==> config.mk <==
export PLATFORM = sky130hd
export DESIGN_NAME = alu_arbiter_flat
export DESIGN_NICKNAME = d
export VERILOG_FILES = /design/src/rtl/alu_pkg.sv /design/src/rtl/alu_arbiter_if.sv /design/src/rtl/alu.sv /design/src/rtl/rr_arbiter.sv /design/src/rtl/alu_arbiter.sv /design/src/flat_wrapper.sv
export SDC_FILE = /design/constraint.sdc
export NUM_CORES = 1
export LEC_CHECK = 0
export BUFFER_PORTS_ARGS = -buffer_cell sky130_fd_sc_hd__clkbuf_2
export CORE_ASPECT_RATIO = 1.5
export CORE_UTILIZATION = 64
export CTS_CLUSTER_SIZE = 8
export DETAILED_ROUTE_END_ITERATION = 8
export PLACE_DENSITY = 0.86
export SLEW_MARGIN = 20
export SYNTH_ARGS = -nofsm -noshare
export SYNTH_HDL_FRONTEND = slang
export SYNTH_SLANG_ARGS = --single-unit
==> constraint.sdc <==
create_clock -name clk_i -period 13.23 [get_ports clk_i]
set_input_delay 3.969 -clock clk_i [delete_from_list [all_inputs] [get_ports clk_i]]
set_output_delay 3.969 -clock clk_i [all_outputs]
set_load 0.05 [all_outputs]
==> src/rtl/alu_pkg.sv <==
// Shared ALU types: opcode enum plus request/response records used by the arbiter.
// Record field widths track the default arbiter configuration (32-bit data, 3 requesters).
package alu_pkg;

    localparam int unsigned ALU_W    = 32;
    localparam int unsigned ALU_ID_W = 2;

    typedef enum logic [3:0] {
        ALU_ADD  = 4'd0,
        ALU_SUB  = 4'd1,
        ALU_AND  = 4'd2,
        ALU_OR   = 4'd3,
        ALU_XOR  = 4'd4,
        ALU_SLL  = 4'd5,
        ALU_SRL  = 4'd6,
        ALU_SRA  = 4'd7,
        ALU_SLT  = 4'd8,
        ALU_SLTU = 4'd9
    } alu_op_e;

    typedef struct packed {
        alu_op_e            op;
        logic [ALU_W-1:0]   d1;
        logic [ALU_W-1:0]   d2;
    } alu_req_t;

    typedef struct packed {
        logic [ALU_ID_W-1:0] id;
        logic [ALU_W-1:0]    data;
        logic                zero;
        logic                sign;
    } alu_resp_t;

endpackage

==> src/rtl/alu_arbiter_if.sv <==
// Request/response bundle between issue logic (master) and the shared-ALU arbiter (slave).
interface alu_arbiter_if
    import alu_pkg::*;
#(
    parameter int unsigned WIDTH = 32,
    parameter int unsigned N_REQ = 3
);
    localparam int unsigned ID_W = (N_REQ > 1) ? $clog2(N_REQ) : 1;

    logic    [N_REQ-1:0]            req_valid_i;
    logic    [N_REQ-1:0]            req_ready_o;
    alu_op_e [N_REQ-1:0]            req_op_i;
    logic    [N_REQ-1:0][WIDTH-1:0] req_d1_i;
    logic    [N_REQ-1:0][WIDTH-1:0] req_d2_i;
    logic                           resp_valid_o;
    logic                           resp_ready_i;
    logic    [ID_W-1:0]             resp_id_o;
    logic    [WIDTH-1:0]            resp_data_o;
    logic                           resp_zero_o;
    logic                           resp_sign_o;

    modport master (
        output req_valid_i, req_op_i, req_d1_i, req_d2_i, resp_ready_i,
        input  req_ready_o, resp_valid_o, resp_id_o, resp_data_o, resp_zero_o, resp_sign_o
    );

    modport slave (
        input  req_valid_i, req_op_i, req_d1_i, req_d2_i, resp_ready_i,
        output req_ready_o, resp_valid_o, resp_id_o, resp_data_o, resp_zero_o, resp_sign_o
    );

endinterface

==> src/rtl/alu.sv <==
// Combinational integer ALU; zero/sign flags derive from the result.
module alu
    import alu_pkg::*;
#(
    parameter int unsigned width_p = 32
) (
    input  alu_op_e            i_op,
    input  logic [width_p-1:0] i_a,
    input  logic [width_p-1:0] i_b,
    output logic [width_p-1:0] o_res,
    output logic               o_zero,
    output logic               o_sign
);
    logic [4:0] w_sh;
    assign w_sh = i_b[4:0];

    always_comb begin
        o_res = '0;
        case (i_op)
            ALU_ADD:  o_res = i_a + i_b;
            ALU_SUB:  o_res = i_a - i_b;
            ALU_AND:  o_res = i_a & i_b;
            ALU_OR:   o_res = i_a | i_b;
            ALU_XOR:  o_res = i_a ^ i_b;
            ALU_SLL:  o_res = i_a << w_sh;
            ALU_SRL:  o_res = i_a >> w_sh;
            ALU_SRA:  o_res = width_p'($signed(i_a) >>> w_sh);
            ALU_SLT:  o_res = width_p'($signed(i_a) < $signed(i_b));
            ALU_SLTU: o_res = width_p'(i_a < i_b);
            default:  o_res = '0;
        endcase
    end

    assign o_zero = (o_res == '0);
    assign o_sign = o_res[width_p-1];

endmodule

==> src/rtl/rr_arbiter.sv <==
// Round-robin arbiter: one-hot grant searching upward from the pointer; pointer moves past
// the winner only when the caller strobes i_adv (a completed handshake).
module rr_arbiter #(
    parameter int unsigned N_REQ = 3,
    parameter int unsigned ID_W  = (N_REQ > 1) ? $clog2(N_REQ) : 1
) (
    input  logic             clk_i,
    input  logic             rst_ni,
    input  logic [N_REQ-1:0] i_req,
    input  logic             i_adv,
    output logic [N_REQ-1:0] o_gnt,
    output logic [ID_W-1:0]  o_gnt_idx
);
    logic [ID_W-1:0] r_ptr;
    logic            w_found;
    int              w_j;

    always_comb begin
        o_gnt     = '0;
        o_gnt_idx = '0;
        w_found   = 1'b0;
        w_j       = 0;
        for (int k = 0; k < int'(N_REQ); k++) begin
            w_j = int'(r_ptr) + k;
            if (w_j >= int'(N_REQ)) w_j = w_j - int'(N_REQ);
            if (!w_found && i_req[w_j]) begin
                w_found   = 1'b1;
                o_gnt[w_j] = 1'b1;
                o_gnt_idx = ID_W'(w_j);
            end
        end
    end

    always_ff @(posedge clk_i or negedge rst_ni) begin
        if (!rst_ni) begin
            r_ptr <= '0;
        end else if (i_adv) begin
            r_ptr <= (o_gnt_idx == ID_W'(N_REQ - 1)) ? '0 : o_gnt_idx + 1'b1;
        end
    end

endmodule

==> src/rtl/alu_arbiter.sv <==
// Shares one ALU among N_REQ requesters with a 1-entry registered result.
// Optional build macro ALU_ARB_STATS_EN adds saturating per-requester grant counters.
module alu_arbiter
    import alu_pkg::*;
#(
    parameter int unsigned WIDTH = ALU_W,
    parameter int unsigned N_REQ = 3
) (
    input  logic                  clk_i,
    input  logic                  rst_ni,
    alu_arbiter_if.slave          bus
`ifdef ALU_ARB_STATS_EN
    ,
    output logic [N_REQ-1:0][15:0] stat_grants_o
`endif
);
    localparam int unsigned ID_W = (N_REQ > 1) ? $clog2(N_REQ) : 1;

    typedef enum logic {ST_EMPTY = 1'b0, ST_FULL = 1'b1} state_e;

    state_e           r_state;
    alu_resp_t        r_resp;
    alu_req_t         w_req;
    logic [N_REQ-1:0] w_gnt;
    logic [ID_W-1:0]  w_gnt_idx;
    logic             w_accept;
    logic             w_hs;
    logic [WIDTH-1:0] w_res;
    logic             w_zero;
    logic             w_sign;

    // Ready is forced low during reset even though the FSM already sits in EMPTY.
    assign w_accept        = rst_ni & ((r_state == ST_EMPTY) | bus.resp_ready_i);
    assign bus.req_ready_o = w_accept ? w_gnt : '0;
    assign w_hs            = |(bus.req_valid_i & bus.req_ready_o);

    rr_arbiter #(.N_REQ(N_REQ), .ID_W(ID_W)) u_rr (
        .clk_i     (clk_i),
        .rst_ni    (rst_ni),
        .i_req     (bus.req_valid_i),
        .i_adv     (w_hs),
        .o_gnt     (w_gnt),
        .o_gnt_idx (w_gnt_idx)
    );

    assign w_req.op = bus.req_op_i[w_gnt_idx];
    assign w_req.d1 = bus.req_d1_i[w_gnt_idx];
    assign w_req.d2 = bus.req_d2_i[w_gnt_idx];

    alu #(.width_p(WIDTH)) u_alu (
        .i_op   (w_req.op),
        .i_a    (w_req.d1),
        .i_b    (w_req.d2),
        .o_res  (w_res),
        .o_zero (w_zero),
        .o_sign (w_sign)
    );

    always_ff @(posedge clk_i or negedge rst_ni) begin
        if (!rst_ni) begin
            r_state <= ST_EMPTY;
            r_resp  <= '0;
        end else begin
            case (r_state)
                ST_EMPTY: if (w_hs) r_state <= ST_FULL;
                ST_FULL:  if (bus.resp_ready_i && !w_hs) r_state <= ST_EMPTY;
                default:  r_state <= ST_EMPTY;
            endcase
            if (w_hs) begin
                r_resp.id   <= w_gnt_idx;
                r_resp.data <= w_res;
                r_resp.zero <= w_zero;
                r_resp.sign <= w_sign;
            end
        end
    end

    assign bus.resp_valid_o = (r_state == ST_FULL);
    assign bus.resp_id_o    = r_resp.id;
    assign bus.resp_data_o  = r_resp.data;
    assign bus.resp_zero_o  = r_resp.zero;
    assign bus.resp_sign_o  = r_resp.sign;

`ifdef ALU_ARB_STATS_EN
    for (genvar g = 0; g < int'(N_REQ); g++) begin : g_stat
        logic [15:0] r_cnt;
        always_ff @(posedge clk_i or negedge rst_ni) begin
            if (!rst_ni) begin
                r_cnt <= '0;
            end else if (w_hs && w_gnt[g] && (r_cnt != 16'hFFFF)) begin
                r_cnt <= r_cnt + 16'd1;
            end
        end
        assign stat_grants_o[g] = r_cnt;
    end
`endif

endmodule

==> src/flat_wrapper.sv <==
// flat-port wrapper written by rule: the top's interface ports become plain ports
module alu_arbiter_flat import alu_pkg::*;
#(
    parameter int unsigned WIDTH = ALU_W,
    parameter int unsigned N_REQ = 3
)
  (clk_i, rst_ni, bus_req_valid_i, bus_req_op_i, bus_req_d1_i, bus_req_d2_i, bus_resp_ready_i, bus_req_ready_o, bus_resp_valid_o, bus_resp_id_o, bus_resp_data_o, bus_resp_zero_o, bus_resp_sign_o);
  alu_arbiter_if #(.WIDTH(WIDTH), .N_REQ(N_REQ)) bus_i ();
  input  logic clk_i;
  input  logic rst_ni;
  input wire logic [$bits(bus_i.req_valid_i)-1:0] bus_req_valid_i;
  input wire logic [$bits(bus_i.req_op_i)-1:0] bus_req_op_i;
  input wire logic [$bits(bus_i.req_d1_i)-1:0] bus_req_d1_i;
  input wire logic [$bits(bus_i.req_d2_i)-1:0] bus_req_d2_i;
  input wire logic [$bits(bus_i.resp_ready_i)-1:0] bus_resp_ready_i;
  output wire logic [$bits(bus_i.req_ready_o)-1:0] bus_req_ready_o;
  output wire logic [$bits(bus_i.resp_valid_o)-1:0] bus_resp_valid_o;
  output wire logic [$bits(bus_i.resp_id_o)-1:0] bus_resp_id_o;
  output wire logic [$bits(bus_i.resp_data_o)-1:0] bus_resp_data_o;
  output wire logic [$bits(bus_i.resp_zero_o)-1:0] bus_resp_zero_o;
  output wire logic [$bits(bus_i.resp_sign_o)-1:0] bus_resp_sign_o;
  assign bus_i.req_valid_i = bus_req_valid_i;
  assign bus_i.req_op_i = bus_req_op_i;
  assign bus_i.req_d1_i = bus_req_d1_i;
  assign bus_i.req_d2_i = bus_req_d2_i;
  assign bus_i.resp_ready_i = bus_resp_ready_i;
  assign bus_req_ready_o = bus_i.req_ready_o;
  assign bus_resp_valid_o = bus_i.resp_valid_o;
  assign bus_resp_id_o = bus_i.resp_id_o;
  assign bus_resp_data_o = bus_i.resp_data_o;
  assign bus_resp_zero_o = bus_i.resp_zero_o;
  assign bus_resp_sign_o = bus_i.resp_sign_o;
  alu_arbiter #(.WIDTH(WIDTH), .N_REQ(N_REQ)) u_core (.clk_i(clk_i), .rst_ni(rst_ni), .bus(bus_i));
endmodule
==> results of run 1 <==
routing by layer:
metal | GRT overflow | track usage, %
met1 | 0 | 66.71
met2 | 7 | 91.98
met3 | 0 | 43.83
met4 | 2 | 68.39
met5 | 0 | 5.288
metrics by stage:
| step | std cells | hold WS, ps |
|---|---|---|
| 2_1_floorplan | 1920 | 580.3 |
| 3_3_place_gp | 2337 | 461.7 |
| 3_5_place_dp | 2337 | 482.8 |
| 4_1_cts | 2345 | 497.6 |
cell usage after synthesis (all sizes together), types with 7 or more instances:
| master | number | area [um2] |
|---|---|---|
| xnor2 | 14 | 122.6 |
| nand2 | 190 | 725.7 |
| inv | 110 | 415.4 |
| o21ai | 143 | 715.7 |
| o31ai | 15 | 112.6 |
| o211ai | 44 | 354.1 |
| nand3 | 73 | 370.4 |
| a31oi | 33 | 206.5 |
| a22oi | 19 | 142.6 |
| nor3 | 53 | 270.3 |
| o221ai | 21 | 183.9 |
| and3 | 11 | 68.82 |
| a21oi | 189 | 968.4 |
| buf | 82 | 546.8 |
| mux2i | 131 | 1331 |
| a221oi | 45 | 634.4 |
| a211oi | 46 | 350.3 |
| o311ai | 7 | 61.31 |
| o21bai | 9 | 67.56 |
| a221o | 15 | 150.1 |
| a21o | 17 | 127.6 |
| xor2 | 7 | 61.31 |
| dfrtp | 38 | 950.9 |
| nor4 | 19 | 131.4 |
| a2111oi | 8 | 90.09 |
| nor2 | 186 | 716.9 |
| nor2b | 24 | 150.1 |
| o21a | 8 | 60.06 |
| nand2b | 13 | 83.83 |
| o22ai | 26 | 176.4 |
| mux2 | 26 | 296.5 |
| ha | 104 | 1301 |
| clkbuf | 69 | 259.0 |
| nand4 | 18 | 112.6 |
logic make-up after synthesis:
logic type / after synthesis / share of synthesized area [%]
flip-flops: 38 / 7.162
buffers and inverters: 261 / 9.198
XOR/XNOR: 21 / 1.385
adder cells (fa/ha/maj): 106 / 10.10
AO/OA/AOI/OAI: 725 / 38.76
AND/OR/NAND/NOR: 612 / 21.13
multiplexers: 157 / 12.26
==> flow_summary_export.csv, run 1 <==
group,metric,value,unit
grt,grt_pass1_vias,17600,
clock_tree,cts_made_buffers,5,
grt,grt_pass1_wl,108400,um
yosys,synth_warnings,0,
yosys,synthCells,1920,
floorplan,die_y,178.4,um
placed_design,gp_congestion,1.297,
clock_tree,clockBufferDepth,2,
yosys,avgSynthCellArea,6.915,um2
placed_design,place_ws,2179,ps
floorplan,die_w,119.6,um
status,status,"did not finish",
clock_tree,cts_resized,0,
placed_design,port_buffers,249,
yosys,synthArstFlopShare,100.0,%
clock_tree,cts.sinks,38,
grt,grt_overflow,9,
yosys,synth.distinct_cells,99,
clock_tree,htreeDepth,2,
yosys,yosysSeqAreaShare,7.162,%
clock_tree,cts-root-buf,"clkbuf_16",
yosys,syn-cell-area,13280,um2
status,first-error,"[ERROR GRT-0116] Global routing finished with congestion. Check the congestion regions in the DRC Viewer.",
placed_design,dpl_cell_area,14510,um2
clock_tree,cts_hold_buf,0,
yosys,synth-edff-count,0,
yosys,synth_fp_nets,2236,
floorplan,start_util,65.27,%
floorplan,row_count,64,
yosys,synth_flop_cell,"dfrtp_1",
clock_tree,post_cts_buffers,0,
placed_design,post-dp-hpwl,51980,um
floorplan,io_pins,250,
grt,grt_usage,67.46,%
status,haltStage,"5_1_grt",
yosys,ys_seq_elements,38,
grt,grt_max_degree,62,
==> run 2, diff against run 1 <==
--- a/config.mk
+++ b/config.mk
@@ -6,11 +6,9 @@
 export NUM_CORES = 1
 export LEC_CHECK = 0
 export BUFFER_PORTS_ARGS = -buffer_cell sky130_fd_sc_hd__clkbuf_2
-export CORE_ASPECT_RATIO = 1.5
-export CORE_UTILIZATION = 64
-export CTS_CLUSTER_SIZE = 8
+export CORE_UTILIZATION = 40
 export DETAILED_ROUTE_END_ITERATION = 8
-export PLACE_DENSITY = 0.86
+export PLACE_DENSITY_LB_ADDON = 0.15
 export SLEW_MARGIN = 20
 export SYNTH_ARGS = -nofsm -noshare
 export SYNTH_HDL_FRONTEND = slang
==> run 2 against run 1 <==
Synthesized area is the same. Synthesized cell count is the same. The flow now finishes without violations.
==> flow_summary_export.csv, run 2 <==
group,metric,value,unit
floorplan,row_count,66,
placed_design,port_buffers,249,
critical_path,required,13490,ps
critical_path,timing.rr.start,"u_core.u_rr.r_ptr[0]",
placed_design,place_ws,1815,ps
cells_and_area,drive_gt1_share,20.34,%
cells_and_area,syn2layout_area_growth,12.93,%
cells_and_area,fillCellCount,3421,
yosys,synth_compound_area_share,38.76,%
clock_tree,cts_hold_buf,0,
cells_and_area,nNetsFinal,2404,
critical_path,path_max_fanout,51,
placed_design,gp_congestion,1.071,
clock_tree,clk_pin_slew,80,ps
critical_path,crit_buf_inv,4,
critical_path,cp-start-kind,"primary input",
cells_and_area,final_cells,2531,
grt,grt_pass1_wl,109500,um
yosys,yosysMostFrequentCell,"nand2_1",
routing,route.detailed.drc,0,
timing,hold_ws,494.3,ps
clock_tree,post_cts_buffers,0,
routing,vias,17370,
yosys,synth-edff-count,0,
cells_and_area,final_common_cell,"clkbuf_2",
floorplan,die_y,184.2,um
yosys,synth_fp_nets,2236,
timing,fin_ws,1601,ps
yosys,yosysSeqAreaShare,7.162,%
floorplan,core,32620,um2
yosys,netlist.area_leader.share,9.801,%
critical_path,cpMaxStageDelayCell,"o31ai_1",
yosys,synth_xor_area_share,1.385,%
yosys,avgSynthCellArea,6.915,um2
yosys,synth_top_family_by_area,"compound AO/OA/AOI/OAI gates",
routing,wl,76540,um
clock_tree,cts.sinks,38,
placed_design,dp_cells,2523,
clock_tree,cts-root-buf,"clkbuf_16",
critical_path,critPathTopFamily,"compound AO/OA/AOI/OAI gates",
grt,grt_usage,44.35,%
hold_path,holdPathEnd,"u_core.bus.resp_id_o[1]",
cells_and_area,largest_register_ffs,31,
critical_path,cpPeakStageDelay,900,ps
yosys,synth_warnings,0,
floorplan,io_pins,250,
routing,drt-pass1-iter-count,8,
timing,setup_tns,0,ps
placed_design,post-dp-hpwl,60140,um
yosys,synth_common_cells,"187 x nand2_1, 184 x nor2_1, 183 x a21oi_1, 135 x o21ai_0, 128 x mux2i_1",
yosys,syn-cell-area,13280,um2
yosys,synth_fa_ha_area_share,10.10,%
critical_path,reg2reg_slack,4470,ps
job,cap_violations,0,
timing,hold_viol_final,0,
critical_path,r2r-end,"u_core.bus.resp_zero_o",
critical_path,cp-end-kind,"register",
clock_tree,clk-insertion-delay-late,340,ps
critical_path,crit_arrival,11890,ps
timing,fmax,0.08599,GHz
yosys,synth_flop_cell,"dfrtp_1",
hold_path,min-delay-start,"u_core.bus.resp_id_o[1]",
clock_tree,clockBufferDepth,2,
routing,drtAntennaViolNets,0,
yosys,synth_top_cell_by_area,"ha_1",
yosys,synthArstFlopShare,100.0,%
yosys,ys_seq_elements,38,
cells_and_area,diodes,0,
floorplan,die_w,184.2,um
timing,period_minus_slack,11630,ps
timing,skew,16.02,ps
timing,min_period_over_period,87.90,%
critical_path,crit_type,"primary input to register",
timing,slew-limit-headroom,19.28,%
routing,vias_per_cell,6.863,
grt,grt_max_degree,62,
yosys,synth.distinct_cells,99,
yosys,synth_mux_area_share,12.26,%
clock_tree,cts_made_buffers,5,
clock_tree,htreeDepth,2,
status,status,"completed",
hold_path,hold_class,"register to register",
critical_path,worstRegToRegCells,25,
grt,grt_overflow,0,
clock_tree,cts_tree,"built",
timing,drv_slew,0,
yosys,synthCells,1920,
yosys,yosys.area_share.simple,21.13,%
timing,worst_pin_slew,1198,ps
critical_path,cp.depth,24,
timing,rsz0062_at_grt,"no",
critical_path,cp_cell_sequence,"clkbuf_2 > nand4bb_1 > a41o_2 > nand2_4 > buf_4 > a221oi_4 > buf_4 > inv_1 > ha_1 > nand2_1 > a211oi_1 > o41a_1 > nand3_1 > a311oi_1 > o2111ai_1 > o211ai_1 > a221o_1 > a221oi_1 > or3_1 > o31ai_1 > nand4_1 > nor4_1 > nand2_1 > o21ai_1",
floorplan,dieArea,33920,um2
timing,final-setup-viol-count,0,
hold_path,min_path_cells,2,
grt,antenna_found_initial,5,
yosys,yosys-top-cells-area,"ha_1 9.8%, mux2i_1 9.7%, dfrtp_1 7.2%",
grt,grt_pass1_vias,15830,
cells_and_area,final_cell_mix,"249 x clkbuf_2, 187 x nand2_1, 183 x a21oi_1, 181 x nor2_1, 135 x o21ai_0",
floorplan,start_util,40.70,%
clock_tree,cts_resized,0,
routing,drt-initial-drc-count,2557,
routing,wl_per_cell,30.24,um
## run 2: cell counts after synthesis
Identical to the previous run, type by type.
## run 2: per-layer routing
| layer | share of wire (%) | vias to the layer above | GRT usage [%] |
|---|---|---|---|
| li1 | - | 7560 | - |
| met1 | 41 | 8248 | 59.10 |
| met2 | 41 | 1301 | 64.94 |
| met3 | 12 | 249 | 11.66 |
| met4 | 5.7 | 12 | 23.27 |
| met5 | 0.094 | - | 0 |
## run 2: final cells by class
cell class	instances	area, um2	area share [%]
multi-input cells	1621	11160	74.44
repair buffers	312	1719	11.47
flip-flops and latches	38	950.9	6.342
well taps	442	553.0	3.689
inverters	110	415.4	2.771
clock buffers	5	125.1	0.8345
clock inverters	3	68.82	0.4590
## run 2: worst max path at each step
stage                                  end  slack [ps]                from
finish              u_core.bus.resp_zero_o        1600  bus_req_valid_i[2]
global route        u_core.bus.resp_zero_o        1500  bus_req_valid_i[2]
CTS                 u_core.bus.resp_zero_o        2160  bus_req_valid_i[2]
detailed placement  u_core.bus.resp_zero_o        1810  bus_req_valid_i[2]
global placement    u_core.bus.resp_zero_o        1810  bus_req_valid_i[2]
floorplan           u_core.bus.resp_zero_o        3490  bus_req_valid_i[2]
## run 2: metrics by stage
| step | utilization, % | area (um2) |
|---|---|---|
| 3_3_place_gp | 45.37 | 14800 |
| 5_1_grt | 45.96 | 14990 |
| 2_1_floorplan | - | 13280 |
| 3_5_place_dp | 45.37 | 14800 |
| 6_report | 45.96 | 14990 |
| 4_1_cts | 45.96 | 14990 |
## run 2: worst reg2reg max path: stages, from the launching register on
cell and delay, ps:
dfrtp_1 380, inv_1 80, ha_1 460, nand4bb_1 230
a41o_2 560, nand2_4 590, buf_4 480, a221oi_4 330
buf_4 280, inv_1 120, ha_1 470, nand2_1 90
a211oi_1 390, o41a_1 270, nand3_1 150, a311oi_1 470
o2111ai_1 150, o211ai_1 200, a221o_1 270, a221oi_1 170
or3_1 340, o31ai_1 900, nand4_1 550, nor4_1 490
nand2_1 90, o21ai_1 140
## run 2: logic make-up after synthesis
family | Yosys count
AOI/OAI and AO/OA | 725
and+or+nand+nor | 612
buffers and inverters | 261
muxes | 157
adders and majority gates | 106
DFF | 38
xor gates and xnor gates | 21
Power of run 2 is left out: the tool's default activity adds up to more than one toggle a clock period on the data nets, which glitch-free logic cannot reach.
